`src/rtl/seq_stage_sequencer_pkg.sv`:
```
// Shared definitions for the Y86-64 SEQ stage sequencer: icodes, status codes, state encoding.
package seq_stage_sequencer_pkg;

  localparam logic [3:0] I_HALT   = 4'h0;
  localparam logic [3:0] I_NOP    = 4'h1;
  localparam logic [3:0] I_RRMOVQ = 4'h2;
  localparam logic [3:0] I_IRMOVQ = 4'h3;
  localparam logic [3:0] I_RMMOVQ = 4'h4;
  localparam logic [3:0] I_MRMOVQ = 4'h5;
  localparam logic [3:0] I_OPQ    = 4'h6;
  localparam logic [3:0] I_JXX    = 4'h7;
  localparam logic [3:0] I_CALL   = 4'h8;
  localparam logic [3:0] I_RET    = 4'h9;
  localparam logic [3:0] I_PUSHQ  = 4'hA;
  localparam logic [3:0] I_POPQ   = 4'hB;

  localparam logic [1:0] STAT_AOK = 2'd0;
  localparam logic [1:0] STAT_HLT = 2'd1;
  localparam logic [1:0] STAT_ADR = 2'd2;
  localparam logic [1:0] STAT_INS = 2'd3;

  // Encoding is visible on the debug 'stage' output and used by the trace monitor.
  typedef enum logic [2:0] {
    StIdle      = 3'd0,
    StFetch     = 3'd1,
    StDecode    = 3'd2,
    StExecute   = 3'd3,
    StMemory    = 3'd4,
    StWriteback = 3'd5,
    StPcUpdate  = 3'd6,
    StHalt      = 3'd7
  } seq_state_e;

  // States that wait on a stage done and are covered by the watchdog.
  function automatic logic is_wait_state(input seq_state_e st);
    return (st == StFetch) || (st == StDecode) || (st == StExecute) ||
           (st == StMemory) || (st == StWriteback);
  endfunction

endpackage

```
`src/rtl/seq_stage_sequencer_if.sv`:
```
// Stage start/done handshake bundle between the sequencer and the datapath stages.
interface seq_stage_sequencer_if;

  logic       run;
  logic [3:0] icode;
  logic       fetch_done;
  logic       imem_error;
  logic       instr_invalid;
  logic       decode_done;
  logic       execute_done;
  logic       memory_done;
  logic       dmem_error;
  logic       writeback_done;

  logic       fetch_start;
  logic       decode_start;
  logic       execute_start;
  logic       memory_start;
  logic       writeback_start;
  logic       pc_update_en;
  logic       set_cc;

  // Sequencer side.
  modport master (
    input  run, icode, fetch_done, imem_error, instr_invalid, decode_done,
           execute_done, memory_done, dmem_error, writeback_done,
    output fetch_start, decode_start, execute_start, memory_start, writeback_start,
           pc_update_en, set_cc
  );

  // Datapath / stage side.
  modport slave (
    output run, icode, fetch_done, imem_error, instr_invalid, decode_done,
           execute_done, memory_done, dmem_error, writeback_done,
    input  fetch_start, decode_start, execute_start, memory_start, writeback_start,
           pc_update_en, set_cc
  );

endinterface

```
`src/rtl/seq_stage_sequencer_watchdog.sv`:
```
// Per-stage watchdog: cleared on every state entry, counts while a stage waits,
// expires when the count reaches TIMEOUT-1 while still waiting.
module seq_stage_sequencer_watchdog #(
  parameter int unsigned TIMEOUT = 64
) (
  input  logic clk,
  input  logic reset,
  input  logic clear,
  input  logic en,
  output logic expired
);

  localparam int unsigned CntW = $clog2(TIMEOUT);
  localparam logic [CntW-1:0] Last = CntW'(TIMEOUT - 1);

  logic [CntW-1:0] cnt_q;

  // Wait-cycle counter; holds at Last so it never wraps.
  always_ff @(posedge clk) begin
    if (reset) begin
      cnt_q <= '0;
    end else if (clear) begin
      cnt_q <= '0;
    end else if (en && (cnt_q != Last)) begin
      cnt_q <= cnt_q + CntW'(1);
    end
  end

  assign expired = en && (cnt_q == Last);

endmodule

```
`src/rtl/seq_stage_sequencer.sv`:
```
// Y86-64 SEQ stage sequencer: walks one instruction through the stages with a
// start/done handshake, tracks processor status, watchdog faults and counters.
module seq_stage_sequencer
  import seq_stage_sequencer_pkg::*;
#(
  parameter int unsigned CNT_W   = 32,
  parameter int unsigned TIMEOUT = 64
) (
  input  logic                 clk,
  input  logic                 reset,
  seq_stage_sequencer_if.master bus,
  output logic [1:0]           stat,
  output logic [2:0]           stage,
  output logic                 busy,
  output logic                 halted,
  output logic                 timeout_err,
  output logic [CNT_W-1:0]     cycle_count,
  output logic [CNT_W-1:0]     instr_count
);

  function automatic logic uses_mem(input logic [3:0] ic);
    case (ic)
      I_RMMOVQ, I_MRMOVQ, I_CALL, I_RET, I_PUSHQ, I_POPQ: return 1'b1;
      default:                                            return 1'b0;
    endcase
  endfunction

  function automatic logic uses_wb(input logic [3:0] ic);
    case (ic)
      I_RRMOVQ, I_IRMOVQ, I_MRMOVQ, I_OPQ, I_CALL, I_RET, I_PUSHQ, I_POPQ: return 1'b1;
      default:                                                             return 1'b0;
    endcase
  endfunction

  function automatic logic sets_cc(input logic [3:0] ic);
    return ic == I_OPQ;
  endfunction

  seq_state_e       state_q, state_d;
  logic             entry_q;
  logic [3:0]       icode_q, icode_d;
  logic [1:0]       stat_q, stat_d;
  logic             tmo_q, tmo_d;
  logic [CNT_W-1:0] cyc_q, ins_q;
  logic             wd_en, wd_expired;

  assign wd_en = is_wait_state(state_q);

  seq_stage_sequencer_watchdog #(
    .TIMEOUT (TIMEOUT)
  ) u_watchdog (
    .clk     (clk),
    .reset   (reset),
    .clear   (state_d != state_q),
    .en      (wd_en),
    .expired (wd_expired)
  );

  // State, latched icode, status and sticky timeout; entry_q marks a state's first cycle.
  always_ff @(posedge clk) begin
    if (reset) begin
      state_q <= StIdle;
      entry_q <= 1'b0;
      icode_q <= I_HALT;
      stat_q  <= STAT_AOK;
      tmo_q   <= 1'b0;
    end else begin
      state_q <= state_d;
      entry_q <= (state_d != state_q);
      icode_q <= icode_d;
      stat_q  <= stat_d;
      tmo_q   <= tmo_d;
    end
  end

  // Next-state, status update and set_cc; a done always wins over a same-cycle expiry.
  always_comb begin
    state_d    = state_q;
    icode_d    = icode_q;
    stat_d     = stat_q;
    tmo_d      = tmo_q;
    bus.set_cc = 1'b0;
    unique case (state_q)
      StIdle: begin
        if (bus.run) state_d = StFetch;
      end
      StFetch: begin
        if (bus.fetch_done) begin
          if (bus.imem_error) begin
            stat_d  = STAT_ADR;
            state_d = StHalt;
          end else if (bus.instr_invalid) begin
            stat_d  = STAT_INS;
            state_d = StHalt;
          end else if (bus.icode == I_HALT) begin
            stat_d  = STAT_HLT;
            state_d = StHalt;
          end else begin
            icode_d = bus.icode;
            state_d = StDecode;
          end
        end else if (wd_expired) begin
          tmo_d   = 1'b1;
          stat_d  = STAT_ADR;
          state_d = StHalt;
        end
      end
      StDecode: begin
        if (bus.decode_done) begin
          state_d = StExecute;
        end else if (wd_expired) begin
          tmo_d   = 1'b1;
          stat_d  = STAT_ADR;
          state_d = StHalt;
        end
      end
      StExecute: begin
        if (bus.execute_done) begin
          bus.set_cc = sets_cc(icode_q);
          if (uses_mem(icode_q))     state_d = StMemory;
          else if (uses_wb(icode_q)) state_d = StWriteback;
          else                       state_d = StPcUpdate;
        end else if (wd_expired) begin
          tmo_d   = 1'b1;
          stat_d  = STAT_ADR;
          state_d = StHalt;
        end
      end
      StMemory: begin
        if (bus.memory_done) begin
          if (bus.dmem_error) begin
            stat_d  = STAT_ADR;
            state_d = StHalt;
          end else if (uses_wb(icode_q)) begin
            state_d = StWriteback;
          end else begin
            state_d = StPcUpdate;
          end
        end else if (wd_expired) begin
          tmo_d   = 1'b1;
          stat_d  = STAT_ADR;
          state_d = StHalt;
        end
      end
      StWriteback: begin
        if (bus.writeback_done) begin
          state_d = StPcUpdate;
        end else if (wd_expired) begin
          tmo_d   = 1'b1;
          stat_d  = STAT_ADR;
          state_d = StHalt;
        end
      end
      StPcUpdate: begin
        state_d = bus.run ? StFetch : StIdle;
      end
      StHalt: begin
        state_d = StHalt;
      end
      default: begin
        state_d = StIdle;
      end
    endcase
  end

  // Saturating busy-cycle and retired-instruction counters.
  always_ff @(posedge clk) begin
    if (reset) begin
      cyc_q <= '0;
      ins_q <= '0;
    end else begin
      if (busy && (cyc_q != '1))                    cyc_q <= cyc_q + CNT_W'(1);
      if ((state_q == StPcUpdate) && (ins_q != '1)) ins_q <= ins_q + CNT_W'(1);
    end
  end

  assign bus.fetch_start     = entry_q && (state_q == StFetch);
  assign bus.decode_start    = entry_q && (state_q == StDecode);
  assign bus.execute_start   = entry_q && (state_q == StExecute);
  assign bus.memory_start    = entry_q && (state_q == StMemory);
  assign bus.writeback_start = entry_q && (state_q == StWriteback);
  assign bus.pc_update_en    = (state_q == StPcUpdate);

  assign stat        = stat_q;
  assign stage       = state_q;
  assign busy        = (state_q != StIdle) && (state_q != StHalt);
  assign halted      = (state_q == StHalt);
  assign timeout_err = tmo_q;
  assign cycle_count = cyc_q;
  assign instr_count = ins_q;

endmodule

```
`src/flat_wrapper.sv`:
```
// flat-port wrapper written by rule: the top's interface ports become plain ports
module seq_stage_sequencer_flat import seq_stage_sequencer_pkg::*;
#(
  parameter int unsigned CNT_W   = 32,
  parameter int unsigned TIMEOUT = 64
)
  (clk, reset, stat, stage, busy, halted, timeout_err, cycle_count, instr_count, bus_run, bus_icode, bus_fetch_done, bus_imem_error, bus_instr_invalid, bus_decode_done, bus_execute_done, bus_memory_done, bus_dmem_error, bus_writeback_done, bus_fetch_start, bus_decode_start, bus_execute_start, bus_memory_start, bus_writeback_start, bus_pc_update_en, bus_set_cc);
  seq_stage_sequencer_if bus_i ();
  input  logic clk;
  input  logic reset;
  output logic [1:0] stat;
  output logic [2:0] stage;
  output logic busy;
  output logic halted;
  output logic timeout_err;
  output logic [CNT_W-1:0] cycle_count;
  output logic [CNT_W-1:0] instr_count;
  input wire logic [$bits(bus_i.run)-1:0] bus_run;
  input wire logic [$bits(bus_i.icode)-1:0] bus_icode;
  input wire logic [$bits(bus_i.fetch_done)-1:0] bus_fetch_done;
  input wire logic [$bits(bus_i.imem_error)-1:0] bus_imem_error;
  input wire logic [$bits(bus_i.instr_invalid)-1:0] bus_instr_invalid;
  input wire logic [$bits(bus_i.decode_done)-1:0] bus_decode_done;
  input wire logic [$bits(bus_i.execute_done)-1:0] bus_execute_done;
  input wire logic [$bits(bus_i.memory_done)-1:0] bus_memory_done;
  input wire logic [$bits(bus_i.dmem_error)-1:0] bus_dmem_error;
  input wire logic [$bits(bus_i.writeback_done)-1:0] bus_writeback_done;
  output wire logic [$bits(bus_i.fetch_start)-1:0] bus_fetch_start;
  output wire logic [$bits(bus_i.decode_start)-1:0] bus_decode_start;
  output wire logic [$bits(bus_i.execute_start)-1:0] bus_execute_start;
  output wire logic [$bits(bus_i.memory_start)-1:0] bus_memory_start;
  output wire logic [$bits(bus_i.writeback_start)-1:0] bus_writeback_start;
  output wire logic [$bits(bus_i.pc_update_en)-1:0] bus_pc_update_en;
  output wire logic [$bits(bus_i.set_cc)-1:0] bus_set_cc;
  assign bus_i.run = bus_run;
  assign bus_i.icode = bus_icode;
  assign bus_i.fetch_done = bus_fetch_done;
  assign bus_i.imem_error = bus_imem_error;
  assign bus_i.instr_invalid = bus_instr_invalid;
  assign bus_i.decode_done = bus_decode_done;
  assign bus_i.execute_done = bus_execute_done;
  assign bus_i.memory_done = bus_memory_done;
  assign bus_i.dmem_error = bus_dmem_error;
  assign bus_i.writeback_done = bus_writeback_done;
  assign bus_fetch_start = bus_i.fetch_start;
  assign bus_decode_start = bus_i.decode_start;
  assign bus_execute_start = bus_i.execute_start;
  assign bus_memory_start = bus_i.memory_start;
  assign bus_writeback_start = bus_i.writeback_start;
  assign bus_pc_update_en = bus_i.pc_update_en;
  assign bus_set_cc = bus_i.set_cc;
  seq_stage_sequencer #(.CNT_W(CNT_W), .TIMEOUT(TIMEOUT)) u_core (.clk(clk), .reset(reset), .bus(bus_i), .stat(stat), .stage(stage), .busy(busy), .halted(halted), .timeout_err(timeout_err), .cycle_count(cycle_count), .instr_count(instr_count));
endmodule
```
`config.mk`:
```
export PLATFORM = sky130hd
export DESIGN_NAME = seq_stage_sequencer_flat
export DESIGN_NICKNAME = d
export VERILOG_FILES = /design/src/rtl/seq_stage_sequencer_pkg.sv /design/src/rtl/seq_stage_sequencer_if.sv /design/src/rtl/seq_stage_sequencer_watchdog.sv /design/src/rtl/seq_stage_sequencer.sv /design/src/flat_wrapper.sv
export SDC_FILE = /design/constraint.sdc
export NUM_CORES = 1
export LEC_CHECK = 0
export ABC_AREA = 0
export CAP_MARGIN = 0
export CORE_ASPECT_RATIO = 0.9
export CORE_MARGIN = 5
export CORE_UTILIZATION = 40
export DETAILED_ROUTE_END_ITERATION = 8
export PLACE_DENSITY = 0.68
export SYNTH_ARGS = -nofsm -noshare
export SYNTH_HDL_FRONTEND = slang
export SYNTH_HIERARCHICAL = 1
export SYNTH_SLANG_ARGS = --single-unit
```
`constraint.sdc`:
```
create_clock -name clk -period 3.2 [get_ports clk]
set_input_delay 0.64 -clock clk [delete_from_list [all_inputs] [get_ports clk]]
set_output_delay 0.64 -clock clk [all_outputs]
set_load 0.02 [all_outputs]
```
# Word-level counts from Yosys, hierarchy flattened
# Memories as Yosys holds them, arrays and structs flattened. A register that Yosys moved wholly into a read port is not among the register bits.
# Cells that the tools add are included.
dict set report classes {
  add_sub_neg 3
  n_eq_ne 27
  muxes 49
  bitwise_logic 3
  n_reduce_logical 23
}
# cell n
set ops {}
lappend ops {{$add 32x1->32 const B} 2}
lappend ops {{$ne 32x32->1 const B} 2}
lappend ops {{$mux 3} 12}
lappend ops {{$mux 2} 12}
lappend ops {{$pmux 3 s8} 1}
lappend ops {{$mux 1} 18}
lappend ops {{$eq 4x4->1 const B} 4}
lappend ops {{$mux 4} 4}
lappend ops {{$eq 3x3->1 const B} 4}
lappend ops {{$eq 4x3->1 const B} 3}
lappend ops {{$reduce_and 6->1} 2}
lappend ops {{$logic_and 1x1->1} 10}
lappend ops {{$ne 2x2->1 const B} 5}
lappend ops {{$pmux 2 s5} 1}
lappend ops {{$add 6x1->6 const B} 1}
lappend ops {{$eq 3x2->1 const B} 2}
lappend ops {{$eq 6x6->1 const B} 1}
lappend ops {{$ne 3x3->1 const B} 2}
lappend ops {{$ne 6x6->1 const B} 1}
lappend ops {{$reduce_or 6->1} 1}
lappend ops {{$ne 5x5->1 const B} 1}
lappend ops {{$pmux 1 s5} 1}
lappend ops {{$reduce_and 5->1} 1}
lappend ops {{$reduce_bool 5->1} 1}
lappend ops {{8 further kinds} 13}
dict set report totals {
  ff_bits 81
  mem_bits_ro 32
  input_bits 15
  out_inout_bits 79
  wordCells 115
  n_memories 2
}
# memory words word_bits read_ports rd_ports_with_merged_regs wr line
set memory_table {}
lappend memory_table {{(name not given)} 16 1 1 1 0 seq_stage_sequencer.sv:29} ;# case (ic)
lappend memory_table {{(name not given)} 16 1 1 1 0 seq_stage_sequencer.sv:29}

# Longest topological paths before layout
dict set report depth {
  ltp_word 14
  mapped_depth 14
  mapped_depth_nobuf 12
}

# By module
# Netlist, hierarchy kept.
# mod n_inst cells_per_inst area_each_um2 seq_area_each_um2
set modules_own_cells {}
lappend modules_own_cells {seq_stage_sequencer 1 503 4108.9 1521.5}
lappend modules_own_cells {seq_stage_sequencer_watchdog 1 33 305.3 120.1}

# Worst setup path before layout
# OpenSTA, ideal clock, no wires.
dict set report synth_timing {
  path_type {register -> register}
  startpoint {register u_core.state_q[1], in the netlist u_core/stage[1]}
  endpoint {register u_core.u_watchdog.cnt_q[2]}
  setup_ps 86
  arrival_time_ps 3173
  required_time_ps 3114
  setup_slack_ps -58
  path_stages_with_launch 14
  path_buffers 3
  synth_period_minus_slack_ps 3258
  cell_sequence {dfxtp_1 -> buf_2 -> buf_1 -> a21oi_1 -> and3_1 -> and3_1 -> clkbuf_1 -> nor3b_1 -> o22ai_1 -> mux2_2 -> a211oi_1 -> o31ai_1 -> or2_2 -> a211oi_1}
}
dict set report synth_via {
  elab_chain_len 11
  word_cells_on_any_way 24
  classes_between {eq/ne: 8; mux: 8; reduce/logical: 8}
}
# element line
set synth_lines {}
lappend synth_lines {{start, declared} seq_stage_sequencer.sv:39} ;# seq_state_e state_q, state_d;
lappend synth_lines {{start signal, assigned} seq_stage_sequencer.sv:62} ;# state_q <= StIdle;
lappend synth_lines {{start signal, assigned} seq_stage_sequencer.sv:68} ;# state_q <= state_d;
lappend synth_lines {{$eq 3x1->1 or $eq 3x2->1 (tied branches)} seq_stage_sequencer_pkg.sv:36} ;# return (st == StFetch) || (st == StDecode) || (st == StExecute) ||
lappend synth_lines {{$logic_or 1x1->1 (3 in a row)} seq_stage_sequencer_pkg.sv:36}
lappend synth_lines {{$logic_or 1x1->1 (*)} seq_stage_sequencer_pkg.sv:37} ;# (st == StMemory) || (st == StWriteback);
lappend synth_lines {{named net u_core.wd_en} seq_stage_sequencer.sv:45} ;# logic wd_en, wd_expired;
lappend synth_lines {{$logic_and 1x1->1 (*)} seq_stage_sequencer_watchdog.sv:29} ;# assign expired = en && (cnt_q == Last);
lappend synth_lines {{named net u_core.wd_expired} seq_stage_sequencer.sv:45}
lappend synth_lines {{$mux 3 (*)} n/a}
lappend synth_lines {{$mux 3 (on tied branches)} n/a}
lappend synth_lines {{$pmux 3 s8 (*)} seq_stage_sequencer.sv:83} ;# unique case (state_q)
lappend synth_lines {{$ne 3x3->1 (*)} seq_stage_sequencer.sv:54} ;# .clear (state_d != state_q),
lappend synth_lines {{$reduce_or 2->1 (no source line) (*)} n/a}
lappend synth_lines {{end signal, assigned} seq_stage_sequencer_watchdog.sv:25} ;# cnt_q <= cnt_q + CntW'(1);
lappend synth_lines {{end, declared} seq_stage_sequencer_watchdog.sv:16} ;# logic [CntW-1:0] cnt_q;
# The timed path passes the listed nets; every way through them passes the cells marked *.
# A chain may end at the register's enable or synchronous reset.

# Final worst setup path
dict set report layout_timing {
  startpoint {input port bus_execute_done}
  endpoint {output port bus_set_cc}
}
dict set report layout_via {
  elab_chain_len 2
}
# element line
set layout_lines {}
lappend layout_lines {{start, declared} flat_wrapper.sv:24} ;# input wire logic [$bits(bus_i.execute_done)-1:0] bus_execute_done;
lappend layout_lines {{$mux 1} seq_stage_sequencer.sv:118} ;# if (bus.execute_done) begin
lappend layout_lines {{$mux 1} seq_stage_sequencer.sv:83}
lappend layout_lines {{end, declared} flat_wrapper.sv:34} ;# output wire logic [$bits(bus_i.set_cc)-1:0] bus_set_cc;
# Every way passes these cells.

==> flow_summary_export.csv <==
group,metric,value,unit
global_route,grt_overflow_total,0,
floorplanning,rows,36,
worst_setup_path,startpoint_type,"input port",
worst_setup_path,rr_worst_depth,11,
logic_synthesis,syn_area,4414,um2
cts,clock_latency,0.34,ns
global_route,antenna_found_initial,0,
route,viasPerCell,5.745,
worst_setup_path,crit_fanout,4,
layout,syn_to_final_growth,31.12,%
cts,cts_max_level,3,
worst_setup_path,endpoint_kind,"output pin",
placement,io_buffers,93,
logic_synthesis,yosysWarnings,6,
cts,holdBufCountCts,0,
global_route,grt_pass1_wl,19760,um
run_status,outcome,"completed",
min_path,min-delay-start,"u_core/timeout_err",
logic_synthesis,syn_inst,536,
route,drt-met1-wl,5626,um
route,routed.top_layer,"met4",
cts,cts_resized,0,
min_path,holdPathStages,2,
layout,drive_gt1_share,9.134,%
logic_synthesis,ys_seq_area_share,37.19,%
sta,max_freq,0.3400,GHz
power,total_leakage_power,1.905,nW
route,drc,0,
layout,mostFrequentLayoutCells,"clkdlybuf4s50_1 (92), dfxtp_1 (81), nor2_1 (51)",
sta,finalHoldViolCount,0,
sta,setup_viol,0,
logic_synthesis,synth-edff-count,0,
placement,gp_congestion,0.8517,
sta,min_period,2.941,ns
logic_synthesis,ys_types,64,
power,cellPowerDensity,486.4,nW/um2
sta,setup_tns,0,ns
global_route,first_global_vias,4019,
cts,post_cts.repair.setup_buffers,0,
sta,fin_crit_sh,91.91,%
worst_setup_path,cp.arrival,2.30,ns
worst_setup_path,rr_startpoint,"u_core/stage[1]",
floorplanning,start_util,40.83,%
cts,clkSlewWorstSetupHoldPaths,0.06,ns
sta,worstMarginPinSlew,0.5763,ns
cts,cts_tree,"built",
sta,rsz0062_at_grt,"false",
sta,hold_ws,0.4711,ns
logic_synthesis,synthArstFlopShare,0,%
placement,post-dp-hpwl,8849,um
route,ant_nets,0,
layout,nNetsFinal,648,
route,wl_met2,5609,um
route,first_pass_iters,7,
route,met3WireLength,640,um
layout,final_common_cell,"clkdlybuf4s50_1",
global_route,grtUsageTotal,18.26,%
cts,cts_root_buf,"clkbuf_16",
route,drt-wirelength-per-cell,15.68,um
logic_synthesis,syn_nets,554,
sta,worst_clock_skew,0.008903,ns
sta,slew_headroom,61.58,%
logic_synthesis,avgSynthCellArea,8.236,um2
worst_setup_path,regToRegSetupSlack,0.31,ns
floorplanning,io_pins,94,
logic_synthesis,synth-seq-cells,82,
logic_synthesis,synth-main-ff-cell,"dfxtp_1",
floorplanning,dieWidth,120.7,um
route,drtIter0Drc,352,
min_path,hp-class,"flip-flop to flip-flop",
route,wirelength,12040,um
power,ir_drop,247.7,uV
floorplanning,fp.dieH,109.7,um
worst_setup_path,r2r_end,"u_core/u_watchdog/cnt_q[2]",
worst_setup_path,crit_type,"input port to output pin",
flow_run,max-cap-violations,0,
floorplanning,core,10810,um2
cts,cts_made_buffers,9,
cts,clk_path_buf_depth,2,
worst_setup_path,cp.required,2.56,ns
floorplanning,dieArea,13240,um2
layout,diodes,0,
cts,cts_num_sinks,82,
min_path,min_to,"u_core/timeout_err",
global_route,grt_start_max_net_pins,61,
route,num_vias,4412,
sta,slew_violations,0,
==> critical path: stages <==
cell,delay [ns]
clkdlybuf4s50_1,0.54
nand2_1,0.09
or2_2,0.29
nor2_1,0.12
clkdlybuf4s50_1,0.62
==> sequential cells by signal (all words and copies together), names as in the netlist, named ones only <==
name                     count
u_core/entry_q               1
u_core/stat                  2
u_core/stage                 3
u_core/cycle_count          32
u_core/timeout_err           1
u_core/u_watchdog/cnt_q      6
u_core/instr_count          32
u_core/icode_q               4
==> cell type report <==
class / instances / area (um2)
Timing Repair Buffer: 106 / 1036
Multi-Input combinational cell: 418 / 2623
Fill cell: 1022 / 5022
Clock inverter: 5 / 38.79
Tap cell: 133 / 166.4
Inverter: 13 / 48.80
Clock buffer: 11 / 232.7
Sequential cell: 82 / 1643
==> synthesized netlist by cell type (2+ instances only) <==
master     instances  share of area, %
mux2_2             9               2.3
nand2_1           38               3.2
nand3b_1           2              0.34
a211oi_1           7               1.2
nor3b_1            5              0.85
buf_4              2              0.34
a22oi_1            3              0.51
a31oi_1            4              0.57
nor3_1             9               1.0
and3_1             8               1.1
or2_2              5              0.71
dfxtp_1           82                37
nand4_1           13               1.8
a21oi_1           43               4.9
clkbuf_1          14               1.2
a311oi_1           2              0.40
or3_1             27               3.8
o311ai_0           2              0.40
xor2_1             5              0.99
nand4_2            2              0.57
mux2i_1            6               1.4
nand2b_1           3              0.43
a211o_1            2              0.40
o21a_1             2              0.34
ha_1               3              0.85
o31a_1             3              0.60
and4_1            11               2.2
and2_1             6              0.85
xnor2_1           13               2.6
inv_1             13               1.1
buf_2              6              0.68
nor4_1            12               1.7
nand3_1           24               2.7
o31ai_1           10               1.7
o21ai_0           31               3.5
nor2_1            51               4.3
o31ai_4            2              0.96
or3b_2             2              0.40
nor2b_1           14               2.0
a2111oi_0          2              0.40
or4_1             12               2.0
o2111ai_1          2              0.40
o22ai_1            3              0.43
==> layer usage <==
layer | GRT usage [%] | vias up
li1 | - | 2210
met1 | 24.49 | 2074
met2 | 29.08 | 112
met3 | 4.475 | 16
met4 | 5.825 | 0
met5 | 0 | -
==> where the power goes <==
group,switching (mW),leakage [nW],internal [mW]
Combinational,0.435,1.11,0.302
Sequential,0.0489,0.662,1.07
Clock,0.430,0.130,0.531
==> kinds of logic after synthesis <==
logic type | share of synthesized area [%]
muxes | 3.912
adders and majority gates | 0.8504
xor gates and xnor gates | 3.571
DFF | 37.19
AOI/OAI and AO/OA | 18.99
and+or+nand+nor | 32.09
buffers and inverters | 3.401
==> worst max-delay path by stage <==
stage / startpoint / endpoint / slack [ns] / depth (start not counted)
floorplan: u_core/stage[1] / u_core/u_watchdog/cnt_q[2] / 0.07 / 13
global placement: bus_fetch_done / u_core/u_watchdog/cnt_q[2] / 0.19 / 8
detailed placement: bus_fetch_done / u_core/u_watchdog/cnt_q[2] / 0.06 / 8
CTS: bus_execute_done / bus_set_cc / 0.25 / 5
global route: u_core/stage[1] / u_core/u_watchdog/cnt_q[2] / 0.08 / 11
finish: bus_execute_done / bus_set_cc / 0.26 / 5
==> per-stage QoR <==
step / power, mW / instance area (um2) / utilization [%] / cells / worst slack [ns]
finish: 2.815 / 5788 / 53.54 / 768 / 0.2589
global route: 2.964 / 5788 / 53.54 / 768 / 0.07550
CTS: 2.848 / 5788 / 53.54 / 768 / 0.2472
detailed placement: 1.876 / 5517 / 51.03 / 752 / 0.05787
global placement: 1.868 / 5517 / 51.03 / 752 / 0.1875
floorplan: 1.608 / 4415 / - / 536 / 0.06803
(Power assumes the default switching activity.)
